## config.mk

```make
export PLATFORM = sky130hd
export DESIGN_NAME = pipe_reg
export DESIGN_NICKNAME = d
export VERILOG_FILES = /design/src/rtl/riscv_pkg.sv /design/src/rtl/syn_reg.sv /design/src/rtl/pipe_reg.sv
export SDC_FILE = /design/constraint.sdc
export NUM_CORES = 1
export LEC_CHECK = 0
export CAP_MARGIN = 20
export CELL_PAD_IN_SITES_DETAIL_PLACEMENT = 1
export CELL_PAD_IN_SITES_GLOBAL_PLACEMENT = 1
export CORE_ASPECT_RATIO = 1.5
export CORE_MARGIN = 2
export CORE_UTILIZATION = 30
export CTS_BUF_LIST = sky130_fd_sc_hd__clkbuf_4
export DETAILED_ROUTE_END_ITERATION = 10
export PLACE_DENSITY = 0.91
export RECOVER_POWER = 25
export SYNTH_ARGS = -nofsm -noshare
export SYNTH_HDL_FRONTEND = slang
export SYNTH_SLANG_ARGS = --single-unit
export TNS_END_PERCENT = 30
```

## constraint.sdc

```tcl
create_clock -name clk -period 1.9 [get_ports clk]
set_input_delay 0.38 -clock clk [delete_from_list [all_inputs] [get_ports clk]]
set_output_delay 0.38 -clock clk [all_outputs]
set_load 0.02 [all_outputs]
```

## src/rtl/riscv_pkg.sv

```systemverilog
// Shared types and constants for the pipeline slice.
// Holds the pipe register state encoding and the occupancy width.
package riscv_pkg;

    localparam int PIPE_LEVEL_W = 2;

    typedef enum logic [1:0] {
        EMPTY = 2'd0,
        FULL  = 2'd1,
        SKID  = 2'd2
    } pipe_state_t;

    function automatic logic [PIPE_LEVEL_W-1:0] state_level(
        input pipe_state_t s
    );
        logic [PIPE_LEVEL_W-1:0] l;
        l = '0;
        unique case (s)
            FULL:    l = 2'd1;
            SKID:    l = 2'd2;
            default: l = 2'd0;
        endcase
        return l;
    endfunction

endpackage

```

## src/rtl/syn_reg.sv

```systemverilog
// Write-enabled storage register with asynchronous reset to INITIAL.
// Used as the data holder for pipe_reg main and skid entries.
module syn_reg #(
    parameter int               WIDTH   = 32,
    parameter logic [WIDTH-1:0] INITIAL = '0
) (
    input  logic             clk,
    input  logic             rst,
    input  logic             wr_en,
    input  logic [WIDTH-1:0] d,
    output logic [WIDTH-1:0] q
);

    // capture d only on strobe; otherwise hold
    always_ff @(posedge clk or posedge rst) begin
        if (rst) begin
            q <= INITIAL;
        end else if (wr_en) begin
            q <= d;
        end
    end

endmodule

```

## src/rtl/pipe_reg.sv

```systemverilog
// One-cycle valid/ready pipeline register with optional skid buffer.
// Define PIPE_REG_SKID_EN for the registered-ready skid variant.
import riscv_pkg::*;

module pipe_reg #(
    parameter int               WIDTH   = 32,
    parameter logic [WIDTH-1:0] INITIAL = '0
) (
    input  logic                    clk,
    input  logic                    rst,
    input  logic                    flush,
    input  logic                    in_valid,
    output logic                    in_ready,
    input  logic [WIDTH-1:0]        in_data,
    output logic                    out_valid,
    input  logic                    out_ready,
    output logic [WIDTH-1:0]        out_data,
    output logic [PIPE_LEVEL_W-1:0] level
);

    pipe_state_t      state_q;
    pipe_state_t      state_d;
    logic             in_fire;
    logic             out_fire;
    logic             main_we;
    logic [WIDTH-1:0] main_d;

    assign in_fire   = in_valid & in_ready;
    assign out_fire  = out_valid & out_ready;
    assign out_valid = (state_q != EMPTY);
    assign level     = state_level(state_q);

`ifdef PIPE_REG_SKID_EN
    logic             skid_we;
    logic [WIDTH-1:0] skid_q;
    logic             rdy_q;

    // refilling main from skid when draining the second entry
    assign main_d   = (state_q == SKID) ? skid_q : in_data;
    assign in_ready = rdy_q;

    syn_reg #(
        .WIDTH   (WIDTH),
        .INITIAL (INITIAL)
    ) u_skid (
        .clk   (clk),
        .rst   (rst),
        .wr_en (skid_we),
        .d     (in_data),
        .q     (skid_q)
    );

    // ready registered from next state so out_ready never reaches it
    always_ff @(posedge clk or posedge rst) begin
        if (rst) begin
            rdy_q <= 1'b1;
        end else begin
            rdy_q <= (state_d != SKID);
        end
    end
`else
    assign main_d   = in_data;
    assign in_ready = ~out_valid | out_ready;
`endif

    syn_reg #(
        .WIDTH   (WIDTH),
        .INITIAL (INITIAL)
    ) u_main (
        .clk   (clk),
        .rst   (rst),
        .wr_en (main_we),
        .d     (main_d),
        .q     (out_data)
    );

    // control state register
    always_ff @(posedge clk or posedge rst) begin
        if (rst) begin
            state_q <= EMPTY;
        end else begin
            state_q <= state_d;
        end
    end

    // next state and capture strobes; flush overrides any capture
    always_comb begin
        state_d = state_q;
        main_we = 1'b0;
`ifdef PIPE_REG_SKID_EN
        skid_we = 1'b0;
`endif
        unique case (state_q)
            EMPTY: begin
                if (in_fire) begin
                    state_d = FULL;
                    main_we = 1'b1;
                end
            end
            FULL: begin
`ifdef PIPE_REG_SKID_EN
                if (in_fire && out_fire) begin
                    main_we = 1'b1;
                end else if (in_fire) begin
                    state_d = SKID;
                    skid_we = 1'b1;
                end else if (out_fire) begin
                    state_d = EMPTY;
                end
`else
                if (in_fire) begin
                    main_we = 1'b1;
                end else if (out_fire) begin
                    state_d = EMPTY;
                end
`endif
            end
`ifdef PIPE_REG_SKID_EN
            SKID: begin
                if (out_fire) begin
                    state_d = FULL;
                    main_we = 1'b1;
                end
            end
`endif
            default: begin
                state_d = EMPTY;
            end
        endcase
        if (flush) begin
            state_d = EMPTY;
            main_we = 1'b0;
`ifdef PIPE_REG_SKID_EN
            skid_we = 1'b0;
`endif
        end
    end

endmodule

```

==> metrics, run 1 <==
via count between 900 and 1000; pre-CTS setup slack -79.8 ps; initial antenna violation count 0; TritonRoute pass-1 iters 3; synthesis-to-layout area growth 62.6%; RD Place Congestion 0.664; # H-tree levels 2; GRT Overall Usage roughly 14%; post-route ant nets 0; fin worst setup slack between 150 and 200 ps; kind of critical path register to output pin; WL/cell ~16 um; CP peak stage delay around 640 ps; Critical Path Start Type register; overall routed net length around 3.2 mm; Rows 29; Slew HR 45.1%; clock buffer depth 2; largest net degree at the start of global routing 34; most frequent cells in the layout clkdlybuf4s50_1 (69), dfrtp_1 (33), mux2_2 (32); Syn Inst Count between 70 and 80; distinct cell type count after synthesis 9; register area share after synthesis between 60% and 70%; Setup violations, final 0; syn nets around 110; Post-Place Cells roughly 190; Port-buffer cells 71; CTS tree built; worst vdd ir around 0.53 mV; worst path cell trace clkdlybuf4s50_1; CP Capture Type output pin; DP Area 2040 um2; most common cell after layout, fill and taps aside clkdlybuf4s50_1; Required @ worst endpoint ~1500 ps; die height 84.2 um; CP delay by family, top buffers and inverters; Non-Filler Instances 200; GRT overflow 0; syn_area_per_cell about 17 um2; RSZ-0062 raised after global routing false; layout cells sized above 1 29.2%; outcome complete, no violations; reg2reg setup slack about 370 ps; initial core utilization a little under a third; Root Buffer clkbuf_4; DIE WIDTH roughly 57 um; cell area power density a little over 900 nW/um2; CTS buffer count 5; Sink Count 33; CP bufs+invs 1; Residual DRC 0; die footprint between 4000 and 5000 um2; Crit-path slowest cell clkdlybuf4s50_1; Syn. warnings 0; DP HPWL roughly 2.6 mm; Clock transition at path regs roughly 90 ps; Skew-Pair Late Insertion Delay 320 ps; Core Box Area between 4000 and 5000 um2; fin crit share roughly nine tenths; Static Leakage 0.863 nW; critical-path maximum fanout 3; Data arrival, critical path 1370 ps; number of global-route vias before repair 1033; Slew @ Worst Pin ~820 ps; MaxCap Viol Count 0; number of vias per cell 4.61; final instance area roughly 2100 um2; nets 190; # IOs between 70 and 80; Final Max Slew Viols 0; crit path time final around 1700 ps; worst hold path class register to register; drt initial violations 5; Setup Skew 3.22 ps; mapped cell area about 1300 um2; first-pass GRT wire length 5.19 mm; Finished Core Util about 50%; n_diodes 0; CTS Hold Buffers Added 0; upper clock frequency limit between 500 and 600 MHz; Yosys reg bits 33; final hold vios 0
power breakdown:
part	internal [W]	total (W)	switching (W)	leakage [nW]
logic	0.000368	0.000649	0.000281	0.439
clock network	0.000155	0.000378	0.000222	0.0354
registers	0.000819	0.000881	0.0000621	0.389
flip-flops by register name (all words and copies together) (netlist names):
name / count
state_q: 1
u_main.q: 32
logic make-up (layout without fill, tap and decap cells):
group	count (synthesis)	in the layout	synth area share, %
DFF	33	33	64.2
and+or+nand+nor	4	4	3.11
buffers and inverters	7	84	4.38
other	1	1	0.292
muxes	32	32	28.0
cell type report:
class	instances	area, um2
clock inverter	2	10.0
timing repair buffer	74	742
sequential	33	826
inverter	2	7.51
multi-input combinational	37	404
clock buffer	6	45.0
fill	441	2080
tap	46	57.6
synthesized netlist by cell type:
cell | number | area share, %
mux2_2 | 32 | 28
nor3b_4 | 1 | 1.5
buf_6 | 3 | 2.6
nor2b_4 | 1 | 1.1
conb_1 | 1 | 0.29
nor2_1 | 2 | 0.58
dfrtp_1 | 33 | 64
buf_4 | 2 | 1.2
inv_1 | 2 | 0.58
worst paths after layout:
path | from | end | depth (start not counted)
max | state_q[0] | level[0] | 1
min | u_main.q[21] | u_main.q[21] | 1
max reg2reg | state_q[0] | u_main.q[0] | 4
min reg2reg | u_main.q[21] | u_main.q[21] | 1
max in group asynchronous | rst | u_main.q[29] | 3
min in group asynchronous | rst | u_main.q[12] | 3
what timing repair did:
action / 4_1_cts / 5_1_grt
endpoints found under the setup margin: 1 / 0
buffers inserted: 0 / 0
resized for setup: 1 / 0
layer usage:
metal	GRT usage (%)	wire length (um)	share of wire [%]	up-vias
met5	0	0	0	-
met4	5.71	64	2.0	0
met3	3.85	188	5.9	5
met2	26.0	1900	59	37
met1	15.3	1050	33	469
li1	-	-	-	410
metrics by stage:
stage / TNS, ps / hold slack (ps) / power (W)
after global routing: 0 / 545 / 0.00201
final: 0 / 514 / 0.00191
after global placement: -57.3 / 488 / 0.00152
after floorplan: 0 / 446 / 0.00119
after CTS: 0 / 474 / 0.00195
after detailed placement: -556 / 496 / 0.00156
worst reg2reg max path: stages, from the launching register on:
cell	delay (ps)
dfrtp_1	430
nor2b_4	160
nor3b_4	230
buf_12	230
mux2_2	370
No activity file was read; power rests on OpenSTA's default activity.
==> inputs of run 2 (changes only) <==
==> constraint.sdc (replaced) <==
create_clock -name clk -period 1.9 [get_ports clk]
set_input_delay 0.19 -clock clk [delete_from_list [all_inputs] [get_ports clk]]
set_output_delay 0.19 -clock clk [all_outputs]
set_load 0.02 [all_outputs]
==> metrics, run 2 (synthesized netlist as in run 1, its figures left out) <==
worst vdd ir between 0.4 and 0.5 mV; Slew @ Worst Pin 838 ps; Multi-input gate area slightly above 400 um2; met3 wire len ~220 um; crit path time final 1740 ps; n_diodes 0; kind of critical path register to output pin; Skew-Pair Late Insertion Delay approximately 330 ps; Setup TNS 0 ps; top layer in use met4; Critical Path Start Type register; RD Place Congestion about 0.7; Slew HR between 40% and 50%; die height around 84 um; CTS Hold Buffers Added 0; Fillers around 450; Clock transition at path regs ~100 ps; largest net degree at the start of global routing 34; Root Buffer clkbuf_4; drt initial violations 9; max FFs per register 32; clock buffer depth 2; Setup violations, final 0; Data arrival, critical path between 1500 and 2000 ps; worst hold path class primary input to register; final hold vios 0; initial antenna violation count 0; initial core utilization a little over 30%; Final Max Slew Viols 0; register with the most flip-flops u_main.q; synthesis-to-layout area growth 62.3%; Static Leakage between 0.8 and 0.9 nW; Setup Skew roughly 3.8 ps; GRT overflow 0; via count between 900 and 1000; Rows 29; metal2 WL around 1.9 mm; number of global-route vias before repair approximately 1000; upper clock frequency limit 574 MHz; # IOs 73; GRT Overall Usage about 15%; post-cts resize count 0; number of vias per cell 4.55; Core Box Area about 4200 um2; MaxCap Viol Count 0; first-pass GRT wire length about 5.4 mm; outcome complete, no violations; total power draw about 0.0019 W; largest registers u_main.q: 32 flops, state_q: 1 flops; post-route ant nets 0; overall routed net length approximately 3.3 mm; most common cell after layout, fill and taps aside clkdlybuf4s50_1; DP HPWL 2.66 mm; sequential cell area between 800 and 900 um2; CTS tree built; nets 190; CP Capture Type output pin; die footprint 4840 um2; cell area power density between 900 and 1000 nW/um2; CTS buffer count 5; most frequent cells in the layout clkdlybuf4s50_1 (70), dfrtp_1 (33), mux2_2 (32); critical-path maximum fanout 3; Residual DRC 0; # H-tree levels 2; Required @ worst endpoint 1710 ps; DIE WIDTH about 57 um; postcts setup bufs 0; Metal-1 WL about 1.1 mm; TritonRoute pass-1 iters 2; Sink Count 33; WL/cell approximately 17 um; fin crit share 91.7%; layout cells sized above 1 28.1%; Port-buffer cells a little over 70; RSZ-0062 raised after global routing false
-- run 2: final timing paths --
path,start,to,slack [ps],cells after the start
min in group asynchronous,rst,u_main.q[4],540,3
max in group asynchronous,rst,u_main.q[30],830,3
max,state_q[0],in_ready,160,3
min reg2reg,u_main.q[27],u_main.q[27],520,1
max reg2reg,state_q[0],u_main.q[15],380,4
min,in_data[27],u_main.q[27],460,2
-- run 2: critical path, stage by stage, from the launching register on --
cell	delay (ps)
dfrtp_1	430
nor2b_4	160
inv_1	50
clkdlybuf4s50_1	590
-- run 2: layout make-up --
cell class                 count  area share [%]
clock buffer                   6            2.16
clock inverter                 1           0.180
inverter                       2           0.360
multi-input combinational     37            19.4
sequential                    33            39.6
tap                           46            2.76
timing repair buffer          74            35.6
-- run 2: report_power, final --
| part | internal (W) | switching [W] | leakage [nW] |
|---|---|---|---|
| Sequential | 0.000819 | 0.0000628 | 0.389 |
| Combinational | 0.000369 | 0.000280 | 0.440 |
| Clock | 0.000148 | 0.000219 | 0.0292 |
| Total | 0.00134 | 0.000562 | 0.858 |
-- run 2: layer usage --
metal  GRT usage [%]  vias to the layer above
li1                -                      415
met1            16.2                      449
met2            26.9                       37
met3            3.85                        4
met4            7.61                        0
met5               0                        -
-- run 2: stage by stage --
step	hold slack, ps	instance area, um2	cells	worst slack (ps)	utilization (%)
6_report	464	2090	199	157	50.0
2_1_floorplan	256	1290	77	375	-
5_1_grt	463	2090	199	84.3	50.0
3_5_place_dp	500	2040	192	152	48.9
3_3_place_gp	490	2040	192	231	48.9
4_1_cts	255	2090	199	124	50.1
